### src/rtl/spike_aer_encoder_if.sv
// spike_aer_encoder_if: AER output handshake carrying {timestamp, neuron address}.
interface spike_aer_encoder_if #(
  parameter int ADDR_W = 3,
  parameter int TS_W   = 8
);
  logic              valid;
  logic              ready;
  logic [ADDR_W-1:0] addr;
  logic [TS_W-1:0]   ts;
  modport master(output valid, addr, ts, input ready);
  modport slave(input valid, addr, ts, output ready);
endinterface

### src/rtl/spike_aer_encoder.sv
// spike_aer_encoder: samples spike lines, round-robin arbitrates into an AER event FIFO, counts drops.
module spike_aer_encoder #(
  parameter int N_NEURONS  = 8,
  parameter int ADDR_W     = 3,
  parameter int TS_W       = 8,
  parameter int FIFO_DEPTH = 4,
  parameter int DROP_W     = 8
) (
  input  logic                          clk,
  input  logic                          rst,
  input  logic [N_NEURONS-1:0]          spike,
  spike_aer_encoder_if.master           aer,
  output logic [$clog2(FIFO_DEPTH):0]   fifo_level,
  output logic [DROP_W-1:0]             drop_count
);
  localparam int PW = $clog2(FIFO_DEPTH);
  logic [N_NEURONS-1:0] pending, gnt_vec, drop_vec;
  logic [ADDR_W-1:0]    rr, gnt;
  logic                 gnt_ok, pop, push;
  logic [TS_W-1:0]      ts;
  logic [ADDR_W-1:0]    addr_mem [FIFO_DEPTH];
  logic [TS_W-1:0]      ts_mem [FIFO_DEPTH];
  logic [PW-1:0]        rd_ptr, wr_ptr;
  logic [DROP_W:0]      drop_sum;
  assign aer.valid = fifo_level != '0;
  assign aer.addr  = addr_mem[rd_ptr];
  assign aer.ts    = ts_mem[rd_ptr];
  assign pop       = aer.valid & aer.ready;
  assign push      = gnt_ok & ((fifo_level != (PW+1)'(FIFO_DEPTH)) | pop);
  assign gnt_vec   = N_NEURONS'(push) << gnt;
  assign drop_vec  = spike & pending & ~gnt_vec;
  assign drop_sum  = {1'b0, drop_count} + (DROP_W+1)'($countones(drop_vec));
  // Scan from the farthest offset down so the nearest pending index after rr wins.
  always_comb begin
    gnt    = '0;
    gnt_ok = 1'b0;
    for (int k = N_NEURONS; k >= 1; k--) begin
      if (pending[rr + ADDR_W'(k)]) begin
        gnt    = rr + ADDR_W'(k);
        gnt_ok = 1'b1;
      end
    end
  end
  always_ff @(posedge clk) begin
    if (rst) begin
      pending    <= '0;
      ts         <= '0;
      rr         <= ADDR_W'(N_NEURONS - 1);
      rd_ptr     <= '0;
      wr_ptr     <= '0;
      fifo_level <= '0;
      drop_count <= '0;
      for (int i = 0; i < FIFO_DEPTH; i++) begin
        addr_mem[i] <= '0;
        ts_mem[i]   <= '0;
      end
    end else begin
      ts         <= ts + TS_W'(1);
      pending    <= (pending & ~gnt_vec) | spike;
      drop_count <= drop_sum[DROP_W] ? '1 : drop_sum[DROP_W-1:0];
      fifo_level <= fifo_level + (PW+1)'(push) - (PW+1)'(pop);
      if (push) begin
        addr_mem[wr_ptr] <= gnt;
        ts_mem[wr_ptr]   <= ts;
        wr_ptr           <= wr_ptr + PW'(1);
        rr               <= gnt;
      end
      if (pop) rd_ptr <= rd_ptr + PW'(1);
    end
  end
endmodule

### src/flat_wrapper.sv
// flat-port wrapper written by rule: the top's interface ports become plain ports
module spike_aer_encoder_flat 
#(
  parameter int N_NEURONS  = 8,
  parameter int ADDR_W     = 3,
  parameter int TS_W       = 8,
  parameter int FIFO_DEPTH = 4,
  parameter int DROP_W     = 8
)
  (clk, rst, spike, fifo_level, drop_count, aer_valid, aer_addr, aer_ts, aer_ready);
  spike_aer_encoder_if #(.ADDR_W(ADDR_W), .TS_W(TS_W)) aer_i ();
  input  logic clk;
  input  logic rst;
  input  logic [N_NEURONS-1:0] spike;
  output logic [$clog2(FIFO_DEPTH):0] fifo_level;
  output logic [DROP_W-1:0] drop_count;
  output wire logic [$bits(aer_i.valid)-1:0] aer_valid;
  output wire logic [$bits(aer_i.addr)-1:0] aer_addr;
  output wire logic [$bits(aer_i.ts)-1:0] aer_ts;
  input wire logic [$bits(aer_i.ready)-1:0] aer_ready;
  assign aer_valid = aer_i.valid;
  assign aer_addr = aer_i.addr;
  assign aer_ts = aer_i.ts;
  assign aer_i.ready = aer_ready;
  spike_aer_encoder #(.N_NEURONS(N_NEURONS), .ADDR_W(ADDR_W), .TS_W(TS_W), .FIFO_DEPTH(FIFO_DEPTH), .DROP_W(DROP_W)) u_core (.clk(clk), .rst(rst), .spike(spike), .aer(aer_i), .fifo_level(fifo_level), .drop_count(drop_count));
endmodule
### config.mk
export PLATFORM = sky130hd
export DESIGN_NAME = spike_aer_encoder_flat
export DESIGN_NICKNAME = d
export VERILOG_FILES = /design/src/rtl/spike_aer_encoder_if.sv /design/src/rtl/spike_aer_encoder.sv /design/src/flat_wrapper.sv
export SDC_FILE = /design/constraint.sdc
export NUM_CORES = 1
export LEC_CHECK = 0
export CAP_MARGIN = 20
export CORE_AREA = 2 2 143 89
export CTS_BUF_LIST = sky130_fd_sc_hd__clkbuf_4 sky130_fd_sc_hd__clkbuf_8
export DETAILED_ROUTE_END_ITERATION = 10
export DIE_AREA = 0 0 145 91
export GPL_TIMING_DRIVEN = 0
export PLACE_DENSITY = 0.61
export SYNTH_ARGS = -nofsm -noshare
export SYNTH_HDL_FRONTEND = slang
export SYNTH_SLANG_ARGS = --single-unit
export TNS_END_PERCENT = 5
### constraint.sdc
create_clock -name clk -period 7.1 [get_ports clk]
set_input_delay 1.065 -clock clk [delete_from_list [all_inputs] [get_ports clk]]
set_output_delay 1.065 -clock clk [all_outputs]
set_load 0.01 [all_outputs]
Word-level counts from Yosys, hierarchy flattened
Memories as Yosys holds them, arrays and structs flattened. A register that Yosys moved wholly into a read port is not among the register bits. Index checks and enable logic that the tools add are counted.

$add $sub $neg: 20. Order comparisons: 8. Equal/unequal tests: 1. Shifts and indexed selects: 1. Muxes and demuxes: 48. Bitwise operators: 8. Reductions and logical operators: 3.

Operators with widths (count): less-than comparator 3 x 4 -> 1 bit, second input constant (8); adder 9 bit (3); 2-to-1 mux 3 bit (9); bitwise AND 8 bit (3); binary-select mux 1 bit (select 3 bit) (8); 2-to-1 mux 1 bit (23); 2-to-1 mux 8 bit (2); adder 3 bit, second input constant (4); 2-to-1 mux 2 bit (6); adder 8 x 9 -> 9 bit (1); adder 1 x 1 -> 2 bit (4); adder 8 x 1 -> 8 bit, second input constant (1); inverter 8 bit (1); OR 8 bit (1); OR reduction 8 bit (1); left shift 1 x 3 -> 8 bit (1); adder 3 x 2 -> 3 bit, second input constant (2); adder 2 x 1 -> 2 bit, second input constant (2); adder 3 x 1 -> 3 bit (1); adder 3 x 1 -> 3 bit, second input constant (1); inequality test 3 bit, second input constant (1); nonzero test 3 bit (1); OR reduction 3 bit (1); subtractor 3 x 1 -> 3 bit (1); 2 further kinds (3).

Register bits after elaboration: 34. RAM bits: 44. Input bits: 11. Output and inout port bits: 23. Word-level logic and storage cells: 98. Memories kept: 2.

Memory list: u_core.ts_mem (depth 4, bits a word 8, read ports 1, clocked after memory_dff 1, write ports 4, RTL line spike_aer_encoder.sv:22) `logic [TS_W-1:0] ts_mem [FIFO_DEPTH];`; u_core.addr_mem (depth 4, bits a word 3, read ports 1, clocked after memory_dff 1, write ports 4, RTL line spike_aer_encoder.sv:21) `logic [ADDR_W-1:0] addr_mem [FIFO_DEPTH];`.

Depth between registers and ports, before layout
Gate-level depths: netlist (run 1).

Word-level depth: 19. Depth in mapped cells: 27.

Least setup slack after synthesis (run 1)
No wires, ideal clock.

Kind: flip-flop to flip-flop. From: register u_core.rr[0]. To: register u_core.drop_count[6]. Data arrival time: 5929 ps. Setup slack: 1093 ps. Stages on the path, launching flop included: 26. Buffers on the path: 3. Period minus slack after synthesis: 6007 ps. Cell sequence: dfxtp_1 > buf_6 > clkbuf_1 > inv_1 > ha_1 > buf_1 > mux4_2 > or3_1 > a21oi_1 > o211ai_1 > o211ai_1 > nand2_1 > o311a_1 > ha_1 > inv_1 > fa_1 > fa_1 > fa_1 > inv_1 > fa_1 > nand2_1 > nand2_1 > a21oi_1 > nor2b_1 > and4b_1 > nor3_1.

Cells in the longest elaborated chain, start to end: 19. Elaborated cells on any way between the ends: 52. Classes of those cells: add/sub: 15; shift: 1; mux: 33; bitwise: 3.

Ends and longest elaborated chain: start: declaration (RTL line spike_aer_encoder.sv:18) `logic [ADDR_W-1:0] rr, gnt;`; start signal: assignment (RTL line spike_aer_encoder.sv:48) `rr <= ADDR_W'(N_NEURONS - 1);`; start signal: assignment (RTL line spike_aer_encoder.sv:66) `rr <= gnt;`; adder 3 bit or binary-select mux 1 bit (select 3 bit) (tied branches) (RTL line spike_aer_encoder.sv:38, spike_aer_encoder.sv:39); binary-select mux 1 bit (select 3 bit) or 2-to-1 mux 1 bit (tied branches) (RTL line spike_aer_encoder.sv:38) `if (pending[rr + ADDR_W'(k)]) begin`; 2-to-1 mux 1 bit (implied by the code) (RTL line spike_aer_encoder.sv:38); 2-to-1 mux 1 bit (7 in a row) (RTL line spike_aer_encoder.sv:38); bitwise AND 1 bit (RTL line spike_aer_encoder.sv:29) `assign push = gnt_ok & ((fifo_level != (PW+1)'(FIFO_DEPTH)) | pop);`; left shift 1 x 3 -> 8 bit * (RTL line spike_aer_encoder.sv:30) `assign gnt_vec = N_NEURONS'(push) << gnt;`; inverter 8 bit * (RTL line spike_aer_encoder.sv:31) `assign drop_vec = spike & pending & ~gnt_vec;`; bitwise AND 8 bit * (RTL line spike_aer_encoder.sv:31); adder 1 x 1 -> 2 bit (implied by the code) (RTL line spike_aer_encoder.sv:32) `assign drop_sum = {1'b0, drop_count} + (DROP_W+1)'($countones(drop_vec));`; adder 9 bit (implied by the code) (RTL line spike_aer_encoder.sv:32); adder 9 bit (implied by the code) * (RTL line spike_aer_encoder.sv:32); adder 8 x 9 -> 9 bit * (RTL line spike_aer_encoder.sv:32); 2-to-1 mux 8 bit * (RTL line spike_aer_encoder.sv:60) `drop_count <= drop_sum[DROP_W] ? '1 : drop_sum[DROP_W-1:0];`; end signal: assignment (RTL line spike_aer_encoder.sv:60); end: declaration (RTL line spike_aer_encoder.sv:14) `output logic [DROP_W-1:0] drop_count`.

Every way passes the cells marked *; elsewhere a longest branch is shown, timed or not. The select of a mux whose other input is x is not followed. A chain may end at the register's enable or synchronous reset.

Worst setup path in the final report (run 1)
From: register u_core.rr[1]. To: register u_core.drop_count[0].

Same word-level chain as after synthesis.

==> results of run 1 <==
## timing repair
action / in CTS / in global routing
gates resized for setup: 3 / 10
pin swaps: 0 / 4
buffers inserted: 0 / 5
setup endpoints to repair: 8 / 8
hold endpoints to repair: 0 / 0
## synth_stat cells (2+ instances only)
library cell / number / area share, %
nor2_1: 53 / 4.2
edfxtp_1: 44 / 28
dfxtp_1: 36 / 15
and2_1: 25 / 3.3
inv_1: 25 / 2.0
nand2_1: 25 / 2.0
mux4_2: 23 / 11
a21oi_1: 18 / 1.9
clkbuf_1: 16 / 1.3
ha_1: 13 / 3.5
and3_1: 12 / 1.6
nand3_1: 10 / 1.1
xnor2_1: 10 / 1.9
xor2_1: 10 / 1.9
fa_1: 7 / 3.0
mux2_2: 7 / 1.7
o21ai_0: 7 / 0.75
a31oi_1: 6 / 0.80
mux2i_1: 6 / 1.3
nor3_1: 6 / 0.64
a221oi_1: 5 / 0.94
nor2b_1: 5 / 0.67
o211ai_1: 5 / 0.80
or3_1: 5 / 0.67
a311oi_1: 4 / 0.75
buf_2: 4 / 0.43
a211o_1: 3 / 0.56
a22oi_1: 3 / 0.48
nand4_1: 3 / 0.40
a211oi_1: 2 / 0.32
a21o_1: 2 / 0.32
a311oi_2: 2 / 0.64
buf_1: 2 / 0.16
nand2b_1: 2 / 0.27
nor4b_1: 2 / 0.37
o311a_1: 2 / 0.43
o41a_1: 2 / 0.48
## stage by stage
stage	utilization, %	hold WS (ns)	setup TNS [ns]
floorplan	-	0.444	0
global placement	44.0	0.492	-0.563
detailed placement	44.1	0.495	-1.12
CTS	46.2	0.514	0
global route	46.7	0.571	-0.0128
finish	46.7	0.523	0
## metal layers
layer,wire (µm),global-route usage (%),vias to the layer above
li1,-,-,1675
met1,5700,27.2,1761
met2,4570,23.4,140
met3,792,4.37,9
met4,82,4.95,0
met5,0,0,-
## cell type report
type | instances | area, µm² | area share (%)
buffer | 23 | 109 | 1.97
clock buffer | 9 | 124 | 2.24
clock inverter | 6 | 116 | 2.11
inverter | 26 | 97.6 | 1.77
multi-input combinational | 301 | 2470 | 44.6
sequential | 80 | 2040 | 36.9
tap | 165 | 206 | 3.74
timing repair buffer | 38 | 365 | 6.61
## cell families (layout without fill, tap and decap cells)
family | count (synthesis) | after routing | share of synthesized area [%]
AOI/OAI and AO/OA | 68 | 68 | 10.8
xor gates and xnor gates | 20 | 20 | 3.74
adders and majority gates | 20 | 20 | 6.47
buffers and inverters | 49 | 102 | 4.20
DFF | 80 | 80 | 43.6
muxes | 37 | 37 | 14.4
and+or+nand+nor | 156 | 156 | 16.9
## how the worst min path moves through the flow
stage / start / depth (start not counted) / endpoint / slack (ns)
after floorplan: u_core.ts[0]$_SDFF_PP0_ / 1 / u_core.ts[0]$_SDFF_PP0_ / 0.44
after global routing: u_core.rd_ptr[1]$_SDFFE_PP0P_ / 2 / register / 0.57
after detailed placement: u_core.ts[0]$_SDFF_PP0_ / 1 / u_core.ts[0]$_SDFF_PP0_ / 0.49
after CTS: u_core.ts[0]$_SDFF_PP0_ / 1 / u_core.ts[0]$_SDFF_PP0_ / 0.51
final: u_core.ts[0]$_SDFF_PP0_ / 1 / u_core.ts[0]$_SDFF_PP0_ / 0.52
after global placement: u_core.ts[0]$_SDFF_PP0_ / 1 / u_core.ts[0]$_SDFF_PP0_ / 0.49
## cell usage in the layout (no fill, tap or decap), drive strengths merged, types with 6 or more instances in the layout
cell           instances
dfxtp                 36
buf                   12
a311oi                 6
fa                     7
clkdlybuf4s50         32
xor2                  10
o21ai                  8
edfxtp                44
nor2                  53
nand2                 26
ha                    13
a31oi                  6
a21oi                 18
nand3                 10
mux4                  23
mux2                   8
inv                   28
and2                  26
clkbuf                26
nor3                   6
and3                  12
mux2i                  6
xnor2                 10
## registers in the layout (all words and copies together), names as in the netlist, named ones only
register and count:
u_core.ts_mem 32, u_core.addr_mem 12, u_core.drop_count 8, u_core.pending 8
u_core.ts 8, u_core.fifo_level 3, u_core.rr 3, u_core.rd_ptr 2
u_core.wr_ptr 2
## critical path, delay by kind of cell, from the launching register on
family                     cells  cell delay (ns)
DFF                            1             0.35
and+or+nand+nor                5             0.67
adders and majority gates      6             2.23
muxes                          1             0.36
AOI/OAI and AO/OA              6             1.44
buffers and inverters          8             1.45
==> out/qor.txt, run 1 <==
Status: complete, no violations
TritonCTS Buffers: 9
Layout filler cell count: 1,079
Largest net degree at the start of global routing: 15
Setup-failing EPs final: 0
Max-cap violations: 0
CTS Root Cell: clkbuf_8
DP Worst Slack: -0.194 ns
Crit path DAT: 6.89 ns
GRT Residual Overflow: 0
Core ar.: 0.0118 mm²
Via density: 5.53
Final net count: 510
Largest stage delay, worst path: 0.58 ns
Area post-placement: 0.00522 mm²
Highest clock rate: 150 MHz
Critical path class: reg2reg
Final worst slack: 0.431 ns
Number of port buffers: 32
Critical Path Start: u_core.rr[1]$_SDFFE_PP1N_
Die Height: 91 µm
Tmin final: 6.67 ns
Initial antenna violation count: 0
Site Rows: 31
Crit. End Element: register
Syn Nets: 461
Residual DRC count: 0
Reg2reg end: u_core.drop_count[0]$_SDFF_PP0_
CTS Sinks: 80
Final Hold Viols: 0
Worst Path Max Fanout: 10
Seq cells post-synth: 80
Final period util: 93.9%
Post-DP HPWL: 8.02 mm
Clock latency on the worst-skew pair: 0.36 ns
Final WL: 11.2 mm
CP dominant cell by count: fa_1
# IOs: 34
Worst R2R Setup Slack: 0.43 ns
Slowest cell on crit path: a221oi_1
FFs w/ async S/R, synth: 0%
Reg2reg start: u_core.rr[1]$_SDFFE_PP1N_
Required time worst endpoint: 7.32 ns
Detailed-route wire length per cell: 17.2 µm
Worst Tran Pin Value: 0.950 ns
Finished Cell Area: 0.00553 mm²
Crit start category: register
Synthesized area per cell: 10.9 µm²
Global-route wire length before repair: 17.9 mm
Synth-to-Final Area Change: 18.0%
Final Wtd Congestion: 0.914
Die outline width: 145 µm
Vias in the first global route: 3,354
DR vias: 3,585
Placed cells: 628
Initial DRT Pass Iterations: 6
Starting Density: 39.6%
Prevailing post-synth register cell: edfxtp_1
Worst Setup EP: u_core.drop_count[0]$_SDFF_PP0_
Yosys warns: 0
Antenna viol nets, final: 0
Sequential area share after synthesis: 43.6%
Synth Instances: 430
H-Tree Depth: 3
Share of layout cells above drive strength 1: 15.3%
Die Area: 0.0132 mm²
Worst min path class: reg2reg
Synth cell types: 55
GRT Overall Usage: 17.4%
CTS tree: yes
Mapped cell area: 0.00468 mm²
Initial DRC Count: 370
Clk buf depth: 2
Max Slew Vio Count: 0
Reg clk slew, reported paths: 0.08 ns
Hold buffers post-CTS: 0
Final setup skew: 0.0126 ns
Post-synth EDFFs: 44
Final std cells w/o fill: 648
Worst rel slew slack: 36.2%
Worst-case reg-to-reg path depth: 26
N_diodes: 0
Power of run 1 is not shown: default switching activity piles up to over one toggle a cycle in this logic, so the estimate is an artifact.
==> inputs of run 2 (changes only) <==
==> constraint.sdc (replaced) <==
create_clock -name clk -period 8.11 [get_ports clk]
set_input_delay 1.2165 -clock clk [delete_from_list [all_inputs] [get_ports clk]]
set_output_delay 1.2165 -clock clk [all_outputs]
set_load 0.01 [all_outputs]
==> run 2 against run 1 <==
Utilization shrank 0.59 points. Critical endpoint unchanged. Critical path type unchanged. Worst setup slack gained 0.22 ns. Final cell count shrank 0.77%.
==> out/qor.txt, run 2 (synthesis gave the netlist of run 1 again) <==
Status: complete, no violations
Final WL: 11.1 mm (-0.87%)
Initial DRC Count: 383 (+3.5%)
Final net count: 505 (-0.98%)
Most frequent cells in the layout: nor2_1, edfxtp_1, dfxtp_1
Highest clock rate: 134 MHz (-11%)
Via density: 5.46 (-1.2%)
Share of layout cells above drive strength 1: 13.0% (-2.4 points)
DR vias: 3,513 (-2.0%)
Worst min path class: reg2reg
Max-cap violations: 0 (unchanged)
Die Height: 91 µm (unchanged)
Critical path class: reg2reg
HP Start: u_core.ts[0]$_SDFF_PP0_
Max reg flops: 32 (unchanged)
Max Slew Vio Count: 0 (unchanged)
Worst R2R Setup Slack: 0.65 ns (+0.22 ns)
Antenna viol nets, final: 0 (unchanged)
CTS tree: yes
N_diodes: 0 (unchanged)
Tmin final: 7.46 ns (+0.788 ns)
# IOs: 34 (unchanged)
Die outline width: 145 µm (unchanged)
Unrepaired setup endpoints after global routing: false
Top reg by flops: u_core.ts_mem
Top flop regs: u_core.ts_mem x32, u_core.addr_mem x12
Final period util: 91.9% (-2.0 points)
Worst Tran Pin Value: 0.923 ns (-0.0277 ns)
Resized Gates After CTS: 0 (-3)
Residual DRC count: 0 (unchanged)
Largest net degree at the start of global routing: 15 (unchanged)
Hold buffers post-CTS: 0 (unchanged)
Final Hold Viols: 0 (unchanged)
Fin Setup TNS: 0 ns (unchanged)
Setup-failing EPs final: 0 (unchanged)
GRT Residual Overflow: 0 (unchanged)
Layout filler cell count: 1,090 (+1.0%)
H-Tree Depth: 3 (unchanged)
Clock latency on the worst-skew pair: 0.36 ns (about the same)
Initial DRT Pass Iterations: 6 (unchanged)
CTS Sinks: 80 (unchanged)
Site Rows: 31 (unchanged)
Worst Path Max Fanout: 10 (unchanged)
Initial antenna violation count: 0 (unchanged)
Most common cell after layout, fill and taps aside: nor2_1
Final Wtd Congestion: 0.914 (unchanged)
Required time worst endpoint: 8.38 ns (+1.06 ns)
Core ar.: 0.0118 mm² (unchanged)
Synth-to-Final Area Change: 16.5%
CTS Root Cell: clkbuf_8
Hold EP: u_core.ts[0]$_SDFF_PP0_
Largest stage delay, worst path: 0.64 ns (+0.06 ns)
Number of port buffers: 32 (unchanged)
Crit start category: register
Area of the multi-input gates: 0.00244 mm² (-0.91%)
TritonCTS Buffers: 9 (unchanged)
Crit. End Element: register
Clk buf depth: 2 (unchanged)
Global-route wire length before repair: 17.9 mm (+0.12%)
Worst-case reg-to-reg path depth: 25 (-3.8%)
Worst hold stages: 1 (unchanged)
Starting Density: 39.6% (unchanged)
Reg clk slew, reported paths: 0.08 ns (about the same)
Vias in the first global route: 3,363 (+0.27%)
Reg2reg start: u_core.rr[0]$_SDFFE_PP1N_
Die Area: 0.0132 mm² (unchanged)
GRT Overall Usage: 17.4% (about the same)
Detailed-route wire length per cell: 17.2 µm (about the same)
Final setup skew: 0.0118 ns (-0.000806 ns)
Postcts setup bufs: 0 (unchanged)
Post-DP HPWL: 8.02 mm (unchanged)
Register Area: 0.00204 mm² (unchanged)
Worst rel slew slack: 38.0% (+1.9 points)
Slowest cell on crit path: a311oi_1
Reg2reg end: u_core.drop_count[0]$_SDFF_PP0_
CP dominant cell by count: fa_1
Crit path DAT: 7.73 ns (+0.84 ns)
-- run 2: worst max-delay path: cells and delay by family (launching register included) --
kind	cells	cell delay, ns
multiplexers	1	0.45
AND/OR/NAND/NOR	5	0.81
buffers and inverters	6	1.41
flip-flops	1	0.37
AO/OA/AOI/OAI	7	2.02
adder cells (fa/ha/maj)	6	2.31
-- run 2: metal layers --
metal	global-route usage [%]	share of wire, %
met5	0	0
met1	27.2	52
met3	4.37	7.2
met4	4.95	0.94
met2	23.4	40
-- run 2: final cells by class --
| class | count | area share (%) |
|---|---|---|
| Multi-Input combinational cell | 301 | 44.8 |
| Sequential cell | 80 | 37.4 |
| Timing Repair Buffer | 33 | 6.01 |
| Tap cell | 165 | 3.78 |
| Clock buffer | 9 | 2.27 |
| Clock inverter | 6 | 2.13 |
| Buffer | 23 | 1.81 |
| Inverter | 26 | 1.79 |
-- run 2: worst max-delay path by stage --
| stage | from | to | slack (ns) | cells past startpoint |
|---|---|---|---|---|
| 2_1_floorplan | u_core.rr[0]$_SDFFE_PP1N_ | u_core.drop_count[6]$_SDFF_PP0_ | 2.10 | 25 |
| 3_3_place_gp | u_core.rr[0]$_SDFFE_PP1N_ | u_core.drop_count[1]$_SDFF_PP0_ | 0.90 | 25 |
| 3_5_place_dp | u_core.rr[0]$_SDFFE_PP1N_ | u_core.drop_count[0]$_SDFF_PP0_ | 0.82 | 25 |
| 4_1_cts | u_core.rr[0]$_SDFFE_PP1N_ | u_core.drop_count[0]$_SDFF_PP0_ | 0.75 | 25 |
| 5_1_grt | u_core.rr[0]$_SDFFE_PP1N_ | u_core.drop_count[0]$_SDFF_PP0_ | 0.05 | 25 |
| 6_report | u_core.rr[0]$_SDFFE_PP1N_ | u_core.drop_count[0]$_SDFF_PP0_ | 0.65 | 25 |
-- run 2: stage by stage --
stage               setup slack (ns)  utilization, %  hold WS [ns]  cells  area, µm²
floorplan                       2.10               -         0.444    430       4680
global placement               0.901            44.0         0.492    627       5210
detailed placement             0.816            44.1         0.495    628       5220
CTS                            0.746            46.1         0.514    643       5460
global route                  0.0543            46.1         0.571    643       5460
finish                         0.653            46.1         0.515    643       5460
Power of run 2 is left out for the same reason.
==> inputs of run 3 (changes only) <==
--- a/config.mk
+++ b/config.mk
@@ -5,6 +5,7 @@
 export SDC_FILE = /design/constraint.sdc
 export NUM_CORES = 1
 export LEC_CHECK = 0
+export ABC_AREA = 0
 export CAP_MARGIN = 20
 export CORE_AREA = 2 2 143 89
 export CTS_BUF_LIST = sky130_fd_sc_hd__clkbuf_4 sky130_fd_sc_hd__clkbuf_8
==> results of run 3 <==
Same layout as run 2: the final DEF is identical, and so are final timing and power.
Power of run 3 is left out for the same reason.
